[src/rtl/jt51_pkg.sv]
// Shared constants for the JT51 CPU write port: register addresses, FSM states
// and the index of the single active level-update strobe.
package jt51_pkg;

   localparam logic [7:0] ADDR_TEST   = 8'h01;
   localparam logic [7:0] ADDR_KON    = 8'h08;
   localparam logic [7:0] ADDR_NOISE  = 8'h0F;
   localparam logic [7:0] ADDR_CLKA1  = 8'h10;
   localparam logic [7:0] ADDR_CLKA2  = 8'h11;
   localparam logic [7:0] ADDR_CLKB   = 8'h12;
   localparam logic [7:0] ADDR_TIMER  = 8'h14;
   localparam logic [7:0] ADDR_LFRQ   = 8'h18;
   localparam logic [7:0] ADDR_PMDAMD = 8'h19;
   localparam logic [7:0] ADDR_CTW    = 8'h1B;

   localparam logic [7:0] ADDR_RL     = 8'h20;
   localparam logic [7:0] ADDR_KC     = 8'h28;
   localparam logic [7:0] ADDR_KF     = 8'h30;
   localparam logic [7:0] ADDR_PMS    = 8'h38;
   localparam logic [7:0] ADDR_DT1    = 8'h40;
   localparam logic [7:0] ADDR_TL     = 8'h60;
   localparam logic [7:0] ADDR_KS     = 8'h80;
   localparam logic [7:0] ADDR_AMSEN  = 8'hA0;
   localparam logic [7:0] ADDR_DT2    = 8'hC0;
   localparam logic [7:0] ADDR_D1L    = 8'hE0;

   localparam logic [1:0] ST_IDLE = 2'd0;
   localparam logic [1:0] ST_ARM  = 2'd1;
   localparam logic [1:0] ST_WAIT = 2'd2;
   localparam logic [1:0] ST_REL  = 2'd3;

   typedef enum logic [3:0] {
      UP_NONE  = 4'd0,
      UP_RL    = 4'd1,
      UP_KC    = 4'd2,
      UP_KF    = 4'd3,
      UP_PMS   = 4'd4,
      UP_DT1   = 4'd5,
      UP_TL    = 4'd6,
      UP_KS    = 4'd7,
      UP_AMSEN = 4'd8,
      UP_DT2   = 4'd9,
      UP_D1L   = 4'd10,
      UP_KON   = 4'd11
   } up_idx_t;

endpackage

[src/rtl/jt51_mmr_dec.sv]
// Address decoder: which update strobe a data write selects, and whether the
// address is one of the global registers held in the front end.
module jt51_mmr_dec
   import jt51_pkg::*;
(
   input  logic [7:0] addr,
   output up_idx_t    up_idx,
   output logic       is_global,
   output logic       is_mapped
);

   always_comb begin
      up_idx    = UP_NONE;
      is_global = 1'b0;
      case (addr)
         ADDR_TEST, ADDR_NOISE, ADDR_CLKA1, ADDR_CLKA2, ADDR_CLKB,
         ADDR_TIMER, ADDR_LFRQ, ADDR_PMDAMD, ADDR_CTW: is_global = 1'b1;
         ADDR_KON: up_idx = UP_KON;
         default: ;
      endcase
      // Ranges are contiguous and ascending, so test from the top down.
      if      (addr >= ADDR_D1L)   up_idx = UP_D1L;
      else if (addr >= ADDR_DT2)   up_idx = UP_DT2;
      else if (addr >= ADDR_AMSEN) up_idx = UP_AMSEN;
      else if (addr >= ADDR_KS)    up_idx = UP_KS;
      else if (addr >= ADDR_TL)    up_idx = UP_TL;
      else if (addr >= ADDR_DT1)   up_idx = UP_DT1;
      else if (addr >= ADDR_PMS)   up_idx = UP_PMS;
      else if (addr >= ADDR_KF)    up_idx = UP_KF;
      else if (addr >= ADDR_KC)    up_idx = UP_KC;
      else if (addr >= ADDR_RL)    up_idx = UP_RL;
      is_mapped = is_global | (up_idx != UP_NONE);
   end

endmodule

[src/rtl/jt51_mmr.sv]
// JT51 CPU write port: latches the address, holds one update strobe plus
// op/ch/data through a register-file sweep, and keeps the global registers.
module jt51_mmr
   import jt51_pkg::*;
#(
   parameter int SWEEP_TO = 3
) (
   input  logic       clk,
   input  logic       rst,
   input  logic       cs_n,
   input  logic       wr_n,
   input  logic       a0,
   input  logic [7:0] din,
   output logic [7:0] dout,
   input  logic       flag_A,
   input  logic       flag_B,
   input  logic       reg_busy,
   output logic [7:0] d_out,
   output logic [1:0] op,
   output logic [2:0] ch,
   output logic       up_rl,
   output logic       up_kc,
   output logic       up_kf,
   output logic       up_pms,
   output logic       up_dt1,
   output logic       up_tl,
   output logic       up_ks,
   output logic       up_amsen,
   output logic       up_dt2,
   output logic       up_d1l,
   output logic       up_kon,
   output logic       busy,
   output logic       csm,
   output logic       load_A,
   output logic       load_B,
   output logic       enable_irq_A,
   output logic       enable_irq_B,
   output logic       clr_flag_A,
   output logic       clr_flag_B,
   output logic [9:0] value_A,
   output logic [7:0] value_B,
   output logic       lfo_rst,
   output logic [7:0] lfo_freq,
   output logic [6:0] lfo_amd,
   output logic [6:0] lfo_pmd,
   output logic [1:0] lfo_w,
   output logic       ct1,
   output logic       ct2,
   output logic       noise_en,
   output logic [4:0] nfreq,
   output logic [7:0] addr,
   output logic [1:0] state
);

   localparam int CW = $clog2(SWEEP_TO + 1);

   // Handshake: a bus write is one cs_n/wr_n low window; only its first
   // cycle (wr_now rising) is acted on, so a long strobe writes exactly once.
   logic          wr_now, wr_last, wr_acc;
   logic [CW-1:0] cnt;
   up_idx_t       up_sel, up_dec;
   logic          is_global, is_mapped;

   assign wr_now = !cs_n && !wr_n;
   assign wr_acc = wr_now && !wr_last;

   jt51_mmr_dec u_dec (
      .addr      (addr),
      .up_idx    (up_dec),
      .is_global (is_global),
      .is_mapped (is_mapped)
   );

   always_ff @(posedge clk) begin
      if (rst) begin
         wr_last      <= 1'b0;
         addr         <= 8'd0;
         state        <= ST_IDLE;
         cnt          <= '0;
         up_sel       <= UP_NONE;
         d_out        <= 8'd0;
         op           <= 2'd0;
         ch           <= 3'd0;
         csm          <= 1'b0;
         load_A       <= 1'b0;
         load_B       <= 1'b0;
         enable_irq_A <= 1'b0;
         enable_irq_B <= 1'b0;
         clr_flag_A   <= 1'b0;
         clr_flag_B   <= 1'b0;
         value_A      <= 10'd0;
         value_B      <= 8'd0;
         lfo_rst      <= 1'b0;
         lfo_freq     <= 8'd0;
         lfo_amd      <= 7'd0;
         lfo_pmd      <= 7'd0;
         lfo_w        <= 2'd0;
         ct1          <= 1'b0;
         ct2          <= 1'b0;
         noise_en     <= 1'b0;
         nfreq        <= 5'd0;
      end else begin
         wr_last    <= wr_now;
         clr_flag_A <= 1'b0;
         clr_flag_B <= 1'b0;
         if (wr_acc && !a0) addr <= din;
         case (state)
            ST_IDLE: begin
               if (wr_acc && a0 && is_mapped) begin
                  if (is_global) begin
                     case (addr)
                        ADDR_TEST:  lfo_rst <= din[1];
                        ADDR_NOISE: begin
                           noise_en <= din[7];
                           nfreq    <= din[4:0];
                        end
                        ADDR_CLKA1: value_A[9:2] <= din;
                        ADDR_CLKA2: value_A[1:0] <= din[1:0];
                        ADDR_CLKB:  value_B <= din;
                        ADDR_TIMER: begin
                           csm          <= din[7];
                           load_A       <= din[0];
                           load_B       <= din[1];
                           enable_irq_A <= din[2];
                           enable_irq_B <= din[3];
                           clr_flag_A   <= din[4];
                           clr_flag_B   <= din[5];
                        end
                        ADDR_LFRQ:  lfo_freq <= din;
                        ADDR_PMDAMD: begin
                           if (din[7]) lfo_pmd <= din[6:0];
                           else        lfo_amd <= din[6:0];
                        end
                        ADDR_CTW: begin
                           lfo_w <= din[1:0];
                           ct1   <= din[6];
                           ct2   <= din[7];
                        end
                        default: ;
                     endcase
                  end else begin
                     d_out  <= din;
                     op     <= addr[4:3];
                     ch     <= (up_dec == UP_KON) ? din[2:0] : addr[2:0];
                     up_sel <= up_dec;
                     cnt    <= '0;
                     state  <= ST_ARM;
                  end
               end
            end
            ST_ARM: begin
               if (reg_busy) begin
                  state <= ST_WAIT;
               end else if (cnt == CW'(SWEEP_TO - 1)) begin
                  state  <= ST_REL;
                  up_sel <= UP_NONE;
               end else begin
                  cnt <= cnt + CW'(1);
               end
            end
            ST_WAIT: begin
               if (!reg_busy) begin
                  state  <= ST_REL;
                  up_sel <= UP_NONE;
               end
            end
            default: state <= ST_IDLE;
         endcase
      end
   end

   // Strobes decode from one index register, so at most one is ever high.
   assign up_rl    = (up_sel == UP_RL);
   assign up_kc    = (up_sel == UP_KC);
   assign up_kf    = (up_sel == UP_KF);
   assign up_pms   = (up_sel == UP_PMS);
   assign up_dt1   = (up_sel == UP_DT1);
   assign up_tl    = (up_sel == UP_TL);
   assign up_ks    = (up_sel == UP_KS);
   assign up_amsen = (up_sel == UP_AMSEN);
   assign up_dt2   = (up_sel == UP_DT2);
   assign up_d1l   = (up_sel == UP_D1L);
   assign up_kon   = (up_sel == UP_KON);

   assign busy = (state != ST_IDLE) || reg_busy;
   assign dout = {busy, 5'b0, flag_B, flag_A};

endmodule

[config.mk]
export PLATFORM = sky130hd
export DESIGN_NAME = jt51_mmr
export DESIGN_NICKNAME = d
export VERILOG_FILES = /design/src/rtl/jt51_pkg.sv /design/src/rtl/jt51_mmr_dec.sv /design/src/rtl/jt51_mmr.sv
export SDC_FILE = /design/constraint.sdc
export NUM_CORES = 1
export LEC_CHECK = 0
export ABC_AREA = 1
export BUFFER_PORTS_ARGS = -buffer_cell sky130_fd_sc_hd__buf_2
export CAP_MARGIN = 20
export CORE_AREA = 4 4 101 103
export CTS_CLUSTER_SIZE = 28
export DETAILED_ROUTE_END_ITERATION = 16
export DIE_AREA = 0 0 105 107
export PLACE_DENSITY = 0.76
export SYNTH_ARGS = -nofsm -noshare
export SYNTH_HDL_FRONTEND = slang
export SYNTH_SLANG_ARGS = --single-unit
[constraint.sdc]
create_clock -name clk -period 3.75 [get_ports clk]
set_input_delay 0.1875 -clock clk [delete_from_list [all_inputs] [get_ports clk]]
set_output_delay 0.1875 -clock clk [all_outputs]
set_load 0.03 [all_outputs]
Yosys cells after proc, flatten, opt, wreduce, memory -nomap -nowiden
Index checks and enable logic that the tools add are counted.

Register bits after elaboration: 88.

Bitwise gates (word level): 6. Reduce and logical (&&, ||, !) cells: 31. Eq/ne operators: 32. Multiplexer cells: 30. $add $sub $neg: 1. Magnitude comparators: 10.

Operators by type and width (number): $mux 4 (16); $eq 8x5->1 const B (7); $reduce_and 4->1 (9); $ge 8x6->1 const B (4); $ge 8x8->1 const B (4); $eq 4x4->1 const B (5); $mux 2 (9); $eq 4x3->1 const B (4); $eq 8x4->1 const B (2); $ge 8x7->1 const B (2); $reduce_and 5->1 (3); $ne 2x2->1 const B (6); $pmux 4 s3 (1); $reduce_or 9->1 (1); $eq 4x2->1 const B (2); $eq 8x1->1 const B (1); $pmux 2 s3 (1); $reduce_and 6->1 (1); $logic_and 1x1->1 (5); $not 1->1 (5); $reduce_or 5->1 (1); $eq 2x2->1 const B (2); $eq 4x1->1 const B (1); $logic_not 1->1 (4); 13 further kinds (14).

Logic depth before layout (Yosys ltp)
Gate-level depths: netlist (run 1).

Depth after elaboration: 17. Depth in mapped cells: 14. Depth with buffers taken out: 13.

Hierarchy
A second synthesis (run 1) with hierarchy kept.

Cells, all modules: 667. Area total of the unflattened synthesis: 4386.7 um2.

Modules (own cells, without submodules): jt51_mmr (times used 1, sequential area each 1761.7 um2, cells each 623, area an instance 4189.0 um2); jt51_mmr_dec (times used 1, sequential area each 0.0 um2, cells each 44, area an instance 197.7 um2).

Least setup slack after synthesis (run 1)
Ideal clock, no wire load.

Path kind: register to register. From: register state[0]. To: register lfo_pmd[0]. Buffers on the path: 2. Clock period less this slack: 1.877 ns. Cell stages (with the launch flop): 10. Arrival time: 1.764 ns. Slack: 1.873 ns. Data required time: 3.637 ns. Cells stage by stage: dfxtp_1 > inv_1 > ha_1 > buf_4 > inv_1 > nor4_4 > nand3_4 > buf_6 > nor2_1 > nor2_1.

Word-level cells in the longest chain between the ends: 2.

Ends and longest elaborated chain: start: declaration (line jt51_mmr.sv:52) `output logic [1:0] state`; start signal: assignment (line jt51_mmr.sv:78) `state <= ST_IDLE;`; start signal: assignment (line jt51_mmr.sv:147) `state <= ST_ARM;`; start signal: assignment (line jt51_mmr.sv:153) `state <= ST_WAIT;`; $logic_not 2->1 (line jt51_mmr.sv:107) `case (state)`; $reduce_and 5->1 (no source line); end signal: assignment (line jt51_mmr.sv:131) `if (din[7]) lfo_pmd <= din[6:0];`; end: declaration (line jt51_mmr.sv:45) `output logic [6:0] lfo_pmd,`.

No other way between the ends. A chain may end at the register's enable or synchronous reset.

Worst setup path in the final report (run 1)
From: register state[1]. To: register lfo_amd[5].

Word-level cells in the longest chain between the ends: 2.

Ends and longest elaborated chain: $logic_not 2->1 (line jt51_mmr.sv:107); $reduce_and 5->1 (no source line); end signal: assignment (line jt51_mmr.sv:132) `else lfo_amd <= din[6:0];`; end: declaration (line jt51_mmr.sv:44) `output logic [6:0] lfo_amd,`.

No other way between the ends.

==> results of run 1 <==
## final cells by class
class / count / share of cell area [%]
Timing Repair Buffer: 110 / 11.3
Clock inverter: 7 / 2.03
Multi-Input combinational cell: 383 / 40.3
Tap cell: 111 / 2.78
Clock buffer: 9 / 2.48
Sequential cell: 88 / 35.2
Inverter: 73 / 5.88
## routing by layer
metal | share of wire [%] | global-route usage (%) | wire length, microns | vias to the layer above
met2 | 49 | 33.7 | 5350 | 110
met5 | 0 | 0 | 0 | -
met1 | 42 | 22.6 | 4600 | 1762
met4 | 2.5 | 8.43 | 274 | 0
li1 | - | - | - | 1978
met3 | 5.6 | 4.33 | 612 | 22
## registers in the layout, indices dropped and copies added (netlist names), 2 cells and up
name / count
value_A: 10
addr: 8
d_out: 8
lfo_freq: 8
value_B: 8
lfo_amd: 7
lfo_pmd: 7
nfreq: 5
up_sel: 4
ch: 3
cnt: 2
lfo_w: 2
op: 2
state: 2
## worst paths after layout
path	from	end	slack, ns
setup reg to reg	state[1]	lfo_amd[5]	1.60
hold reg to reg	load_B	load_B	0.45
hold / removal	din[4]	lfo_amd[4]	0.21
setup / recovery	state[1]	lfo_amd[5]	1.60
## kinds of logic after synthesis
group	synth area share (%)
and+or+nand+nor	30.2
adders and majority gates	1.46
buffers and inverters	12.1
DFF	41.2
other	0.0876
AOI/OAI and AO/OA	15.0
## stage by stage
| stage | hold WS [ns] | total power [uW] | area, sq um | std cells | setup WS, ns |
|---|---|---|---|---|---|
| after floorplan | 0.264 | 1580 | 4300 | 578 | 1.87 |
| after CTS | 0.192 | 2440 | 5000 | 781 | 1.59 |
| after detailed placement | 0.373 | 1700 | 4750 | 763 | 1.62 |
| after global routing | 0.200 | 2570 | 5000 | 781 | 1.38 |
| final | 0.214 | 2420 | 5000 | 781 | 1.60 |
| after global placement | 0.367 | 1670 | 4750 | 763 | 1.73 |
## power by group through the flow
stage	logic (uW)	registers, uW	clock network (uW)
after floorplan	507	1070	0
after global placement	629	1040	0
after detailed placement	650	1050	0
after CTS	656	1030	757
after global routing	735	1040	795
final	657	1030	740
## cells in the final DEF, fill, tap and decap left out, types with 7 or more instances in the layout
| master | synthesis | final |
|---|---|---|
| o21ai_1 | 9 | 9 |
| inv_1 | 62 | 62 |
| a21oi_2 | 15 | 15 |
| nand2_1 | 97 | 97 |
| o21ai_0 | 38 | 38 |
| nand4_1 | 8 | 8 |
| dfxtp_1 | 88 | 88 |
| nand3_1 | 16 | 16 |
| inv_2 | 7 | 7 |
| buf_2 | 2 | 107 |
| clkbuf_8 | 0 | 9 |
| a21oi_1 | 42 | 42 |
| nand2_2 | 15 | 15 |
| nor2_1 | 90 | 90 |
| nand2_4 | 7 | 7 |
## worst max-delay path, stage by stage, from the launching register on
cell and delay (ns):
dfxtp_1 0.36, inv_1 0.09, ha_1 0.44, inv_1 0.24
nor4_4 0.49, nand3b_4 0.21, nand2_1 0.11, nand2_1 0.05
nor2_1 0.09
==> results.txt, run 1 <==
The worst slew margin relative to its limit is 59.4%, and the synthesized area divided by synthesized cell count is 7.46 sq um. Setup violations remaining at the end of the flow were counted as 0. The core region is 9200 sq um. The post-synthesis async set-or-reset flop share is 0%, and the final weighted congestion in routability-driven placement is 0.915. Of the available clock period, the critical path in the final layout requires 57.2%. The run gives 1760 sq um as the flip-flop and latch area. Between clock sinks in the finished design, the worst skew comes to 0.0167 ns.

The critical path arrival is 2.45 ns. The number of enable-type register cells in the synthesized netlist was 0; the first-pass GRT wire length was 17500 microns. The vertical die dimension works out to 107 microns. The via count of the first global-routing pass was 3712; the sequential power share was 42.4%. The length in cells of the worst reg-to-reg path was 8. Synthesis handed over a netlist of 574 instances. The tools report the leakage component of the power as 0.00243 uW. The final layout contains routed wiring with a total length of 10800 microns. Once detail routing completed, the nets flagged for antenna violations numbered 0.

Using the TritonRoute via totals, the vias-per-cell ratio works out to 4.96. After clock tree synthesis, the clock-pin slew on the worst setup and hold paths is 0.10 ns. Summed over its instances, the top area cell type makes up 41.2% of the synthesized netlist area. Ranked by instance count, the synthesized netlist is headed by nand2_1 (97), nor2_1 (90), dfxtp_1 (88). Of the total power, the clock network draws 30.5%.

The type of the worst min-delay path is in2reg. For the finished layout, the period the worst path requires is 2.15 ns. The via count was 3872. In this run, the combinational gates consume 27.1% of the power.

The most common cell in the synthesized netlist is nand2_1. Synthesis inferred 88 register bits. Maximum fanout count along the critical path: 14. The HPWL after detailed placement is 7780 microns. For the pin with the worst max-slew slack, the measured transition is 0.609 ns.

The initial antenna violation count is 0, and the cell area power density is 485 nW/um^2. Later-pin clock latency in the skew report: 0.36 ns. The first TritonRoute pass finished after 4 iterations. The mapped netlist covers 4280 sq um. The number of setup buffers added after CTS is 0. The tools report the total of fill cells in the finished design as 901. The flow ran to the end, and the final reports show no timing, DRC or antenna violations. The element type at the critical path start was a register. The critical path in this run is classified as reg2reg.

The buffer levels on the longest clock path was 2. In the synthesized netlist the dominant register cell turns out to be dfxtp_1. The die covers 11200 sq um. The logs give 88 for the total clock sinks and 19.3% for the overall global routing resource usage.

After floorplanning, the core was divided into 35 placement rows. For the count of final hold-check violations, the log shows 0. TritonCTS built the clock tree. The number of clock buffers added by TritonCTS is 9. The number of warnings reported in the yosys synthesis log was 0. The antenna cell count was 0; the worst hold path stage count was 3. The area growth from synthesis to final layout is 16.8%, and the maximum number of pins on one net before global-route repair is 62. For the number of unique standard cell types used by synthesis, the log shows 41.

The net switching component of the power is 867 uW. The number of instances resized during post-cts repair is 0, and the portion of the post-synthesis area used by sequential elements is 41.2%. Input and output buffers added on the ports amount to 107. The initial utilization of the core area, before any placement, comes to 46.5%.

The fraction of final layout cells with drive strength greater than 1 was 29.0%. The clock tree synthesis step divided the H-tree into 3 levels. The cell type with the largest total area after synthesis was dfxtp_1.

Setup repair after global routing left no endpoint under its margin. Dividing the detail-routed wire length by the instance count gives 13.9 microns. The die is 105 microns wide. The peak supply drop was 0.000207 V; the hold buffer count at cts was 2. The detailed router finished its first iteration with 250 violations. In the routed design, unresolved DRC markers number 0.

By area the synthesized netlist is led by dfxtp_1 (41%), nand2_1 (8.5%), nor2_1 (7.9%). 117 I/O pins were placed. The internal power component came out at 1560 uW. The required time reported for the critical path endpoint was 4.05 ns.

Of the total power, the share spent switching nets is 35.8%. The sum of negative setup slack is 0 ns. In this run the clock root is driven by a clkbuf_8. For this run the aggregate overflow at the end of global routing stands at 0. The total number of nets in the final design was 686. Cells fill 54.4% of the core in the end. Across the run, the number of max-cap violations was 0.

For the number of slew-limit violations in the final report, the log shows 0. The endpoint class of the critical path is a register. The multi-input logic area was 2020 sq um; the achievable clock frequency was 466 MHz.
Note: power is estimated with default switching activity, not from simulation.
==> run 2, diff against run 1 <==
Settings changed: ABC_AREA 1 to 0, CORE_AREA 4 4 101 103 to 4 4 96 98, DIE_AREA 0 0 105 107 to 0 0 100 102, PLACE_DENSITY 0.76 to 0.78.
Clock period 3.75 ns to 2 ns, I/O delays scaled along.
==> results.txt, run 2 <==
The flip-flop and latch count after synthesis was 88 (unchanged). The hold path endpoint is d_out[6] (was lfo_amd[4]). TritonCTS built the clock tree. The logs give 0.37 ns (was 0.36 ns) for the later-pin clock latency in the skew report and 45.9% (was 41.2%) for the portion of the post-synthesis area used by sequential elements. The maximum number of pins on one net before global-route repair came out at 52 (was 62).

The leakage component of the power is 0.00238 uW (was 0.00243 uW). The deepest level of the CTS H-tree was 3 (unchanged). The clock root buffer was clkbuf_8 (unchanged).

The portion of synthesized cell area occupied by the leading cell type was 45.9% (was 41.2%); the cell count after synthesis was 414 (was 574). Area growth from synthesis to final layout: 24.3% (was 16.8%). The tools report the worst slew margin relative to its limit as 65.7% (was 59.4%). The number of slew-limit violations in the final report is 0 (unchanged). The total wirelength of the detailed-routed design is 10200 microns (was 10800 microns), and the share of synthesized area spent on multiplexers is 16.7% (was 0%). The hold path startpoint is din[6] (was din[4]). The final cycle utilization of the critical path was 93.5% (was 57.2%); the first-pass GRT wire length was 16000 microns (was 17500 microns). The worst setup slack for register-to-register paths was 0.13 ns (was 1.60 ns); the initial antenna violation count was 0 (unchanged). The number of port buffers works out to 107 (unchanged). The width of the die was 100 microns (was 105 microns); the die footprint was 10200 sq um (was 11200 sq um). The minimum period implied by the final worst setup slack is 1.87 ns (was 2.15 ns), and the number of warnings reported in the yosys synthesis log is 0 (unchanged). Fraction of final layout cells with drive strength greater than 1: 30.9% (was 29.0%).

The endpoint class of the critical path was a register (unchanged). For the via count of the first global-routing pass, the log shows 3206 (was 3712). The synthesized area divided by synthesized cell count works out to 9.27 sq um (was 7.46 sq um). Synth cell count leaders: dfxtp_1 (88), mux2i_1 (64), nand2_1 (47) (was nand2_1 (97), nor2_1 (90), dfxtp_1 (88)). The area of the core is 8470 sq um (was 9200 sq um).

The class of the most critical setup path was reg2reg (unchanged). The combinational family with the most area after synthesis is simple AND/OR/NAND/NOR gates (unchanged). The number of DRC violations after detailed routing is 0 (unchanged). The largest register by flop count is value_A (unchanged). The overall global routing resource usage is 19.6% (was 19.3%).

The number of enable-type register cells in the synthesized netlist came out at 0 (unchanged). The length in cells of the worst reg-to-reg path came out at 4 (was 8). The tools report the endpoint of the worst-slack reg-to-reg timing path as state[1] (was lfo_amd[5]). The post-synthesis async set-or-reset flop share came out at 0% (unchanged).

The buffer levels on the longest clock path is 2 (unchanged), and the critical path arrival is 2.16 ns (was 2.45 ns). The fraction of the mapped netlist area in simple logic gates was 21.5% (was 30.2%); the via count was 3362 (was 3872). DRC marker count from the first detailed-route iteration: 185 (was 250).

The maximum fanout count along the critical path works out to 3 (was 14). The average wire length per cell after detail routing works out to 16.0 microns (was 13.9 microns). Mean number of vias per cell: 5.29 (was 4.96). The sum of net half-perimeters after detailed placement is 7440 microns (was 7780 microns), and the flip-flop count of the largest register, all copies and words added is 10 (unchanged). The run finished with clean final reports. The element type at the critical path start was a register (unchanged).

The multi-input logic area is 1920 sq um (was 2020 sq um). The total clock sinks was 88 (unchanged); the pin slew with the least headroom to its limit was 0.514 ns (was 0.609 ns). The count of final hold-check violations was 0 (unchanged); the worst hold path stage count was 3 (unchanged). The cell area power density is 704 nW/um^2 (was 485 nW/um^2). The required time reported for the critical path endpoint was 2.29 ns (was 4.05 ns). The clock transition at the registers of the reported paths was 0.09 ns (was 0.10 ns); the number of ports placed on the die boundary was 117 (unchanged). The clock buffer count from CTS is 9 (unchanged), and the count of TritonRoute iterations in the first routing pass is 4 (unchanged).

The number of max-capacitance violations reported is 0 (unchanged). Setup repair after global routing left no endpoint under its margin. The cell with the most instances after synthesis is dfxtp_1 (was nand2_1). The tools report the reg-to-reg startpoint as wr_last (was state[1]).

The share of the synthesized netlist area taken by xor and xnor gates works out to 0.228% (was 0%). The run gives 0.000480 V (was 0.000207 V) as the peak supply drop. The number of unique standard cell types used by synthesis came out at 49 (was 41). The sum of negative setup slack came out at 0 ns (unchanged).

Type of the worst min-delay path: in2reg (unchanged). The leading cell type in the layout, fill and taps excluded was buf_2 (unchanged). The tools report the total of fill cells in the finished design as 728 (was 901). For the final hold slack, the log shows 0.0509 ns (was 0.214 ns). For the final weighted congestion in routability-driven placement, the log shows 0.898 (was 0.915). The antenna cell count came out at 0 (unchanged).

The vertical die dimension works out to 102 microns (was 107 microns). Main flop type after synthesis: dfxtp_1 (unchanged). Cell type with the largest total area after synthesis: dfxtp_1 (unchanged). The post-synth design cell area is 3840 sq um (was 4280 sq um). Achievable clock frequency: 535 MHz (was 466 MHz).

Initial cell density of the core: 45.3% (was 46.5%). Most used cells in the layout excluding fill and tap cells: buf_2 (107), dfxtp_1 (88), mux2i_1 (64) (was buf_2 (107), nand2_1 (97), nor2_1 (90)). The final worst clock skew is 0.0168 ns (was 0.0167 ns), and the adder and majority cell fraction of the synthesized area is 1.63% (was 1.46%). The compound-cell area share of the yosys netlist is 8.70% (was 15.0%), and the number of setup violations in the final report is 0 (unchanged). The run gives 0 (unchanged) as the residual overflow from global routing. The total number of nets in the final design is 543 (was 686).

The post-route antenna net violation count was 0 (unchanged); the flip-flop and latch area was 1760 sq um (unchanged). Synth area leaders: dfxtp_1 (46%), mux2i_1 (17%), nand2_1 (4.6%) (was dfxtp_1 (41%), nand2_1 (8.5%), nor2_1 (7.9%)). The number of standard-cell rows in the floorplan was 34 (was 35).
-- run 2: changes by cell type after synthesis, moves of 8 or more --
cell	delta
a21oi_1	-22
a21oi_2	-15
clkbuf_1	+10
inv_1	-57
mux2i_1	+64
nand2_1	-50
nand2_2	-15
nor2_1	-48
nor3_1	+8
o21ai_0	-24
o21ai_1	-8
-- run 2: layout make-up --
type | count | area share, %
Clock buffer | 9 | 2.60
Multi-Input combinational cell | 286 | 40.1
Inverter | 5 | 0.393
Timing Repair Buffer | 132 | 15.3
Sequential cell | 88 | 36.9
Tap cell | 108 | 2.83
Clock inverter | 7 | 1.86
-- run 2: logic make-up (layout without fill, tap and decap cells) --
group           count (synthesis)  in the layout
simple gates                  157            157
flops                          88             88
mux                            64             64
compound gates                 54             54
buf+inv                        44            153
fa+ha+maj                       5              5
other cells                     1              5
xor+xnor                        1              1
-- run 2: through the flow --
step                utilization, %  total power (uW)  cell area, sq um  std cells  setup WS (ns)
floorplan                        -              2010              3860        418         0.0156
global placement              53.1              2090              4500        614          0.174
detailed placement            53.1              2090              4500        614         0.0512
CTS                           55.9              3370              4730        632        0.00990
global route                  56.4              3480              4770        635         0.0155
finish                        56.4              3360              4770        635          0.129
-- run 2: per-layer routing --
layer / track usage, % / part of all wire, %
met2: 32.1 / 48
met5: 0 / 0
met3: 6.14 / 7.3
met4: 6.53 / 1.7
met1: 24.8 / 43
-- run 2: timing repair --
item	in CTS	in global routing
hold endpoints to repair	1	0
buffers inserted	0	3
endpoints found under the setup margin	0	39
hold buffers	2	0
resized for setup	0	5
-- run 2: worst max-delay path by stage --
| stage | start | to | slack [ns] | cells after the start |
|---|---|---|---|---|
| 2_1_floorplan | state[0] | lfo_freq[0] | 0.02 | 7 |
| 3_3_place_gp | addr[2] | state[1] | 0.17 | 4 |
| 3_5_place_dp | state[0] | value_B[7] | 0.05 | 5 |
| 4_1_cts | state[0] | lfo_amd[1] | 0.01 | 6 |
| 5_1_grt | wr_last | state[1] | 0.02 | 4 |
| 6_report | wr_last | state[1] | 0.13 | 4 |
-- run 2: worst max-delay path: stages, from the launching register on --
cell and delay, ns:
dfxtp_1 0.36, or4b_2 0.68, a22oi_1 0.29, nor3b_2 0.28, mux2i_1 0.20
-- run 2: report_power, final --
part | switching [uW] | total (uW) | internal, uW
registers | 9.50 | 1770 | 1760
logic | 200 | 288 | 88.2
clock network | 695 | 1300 | 603
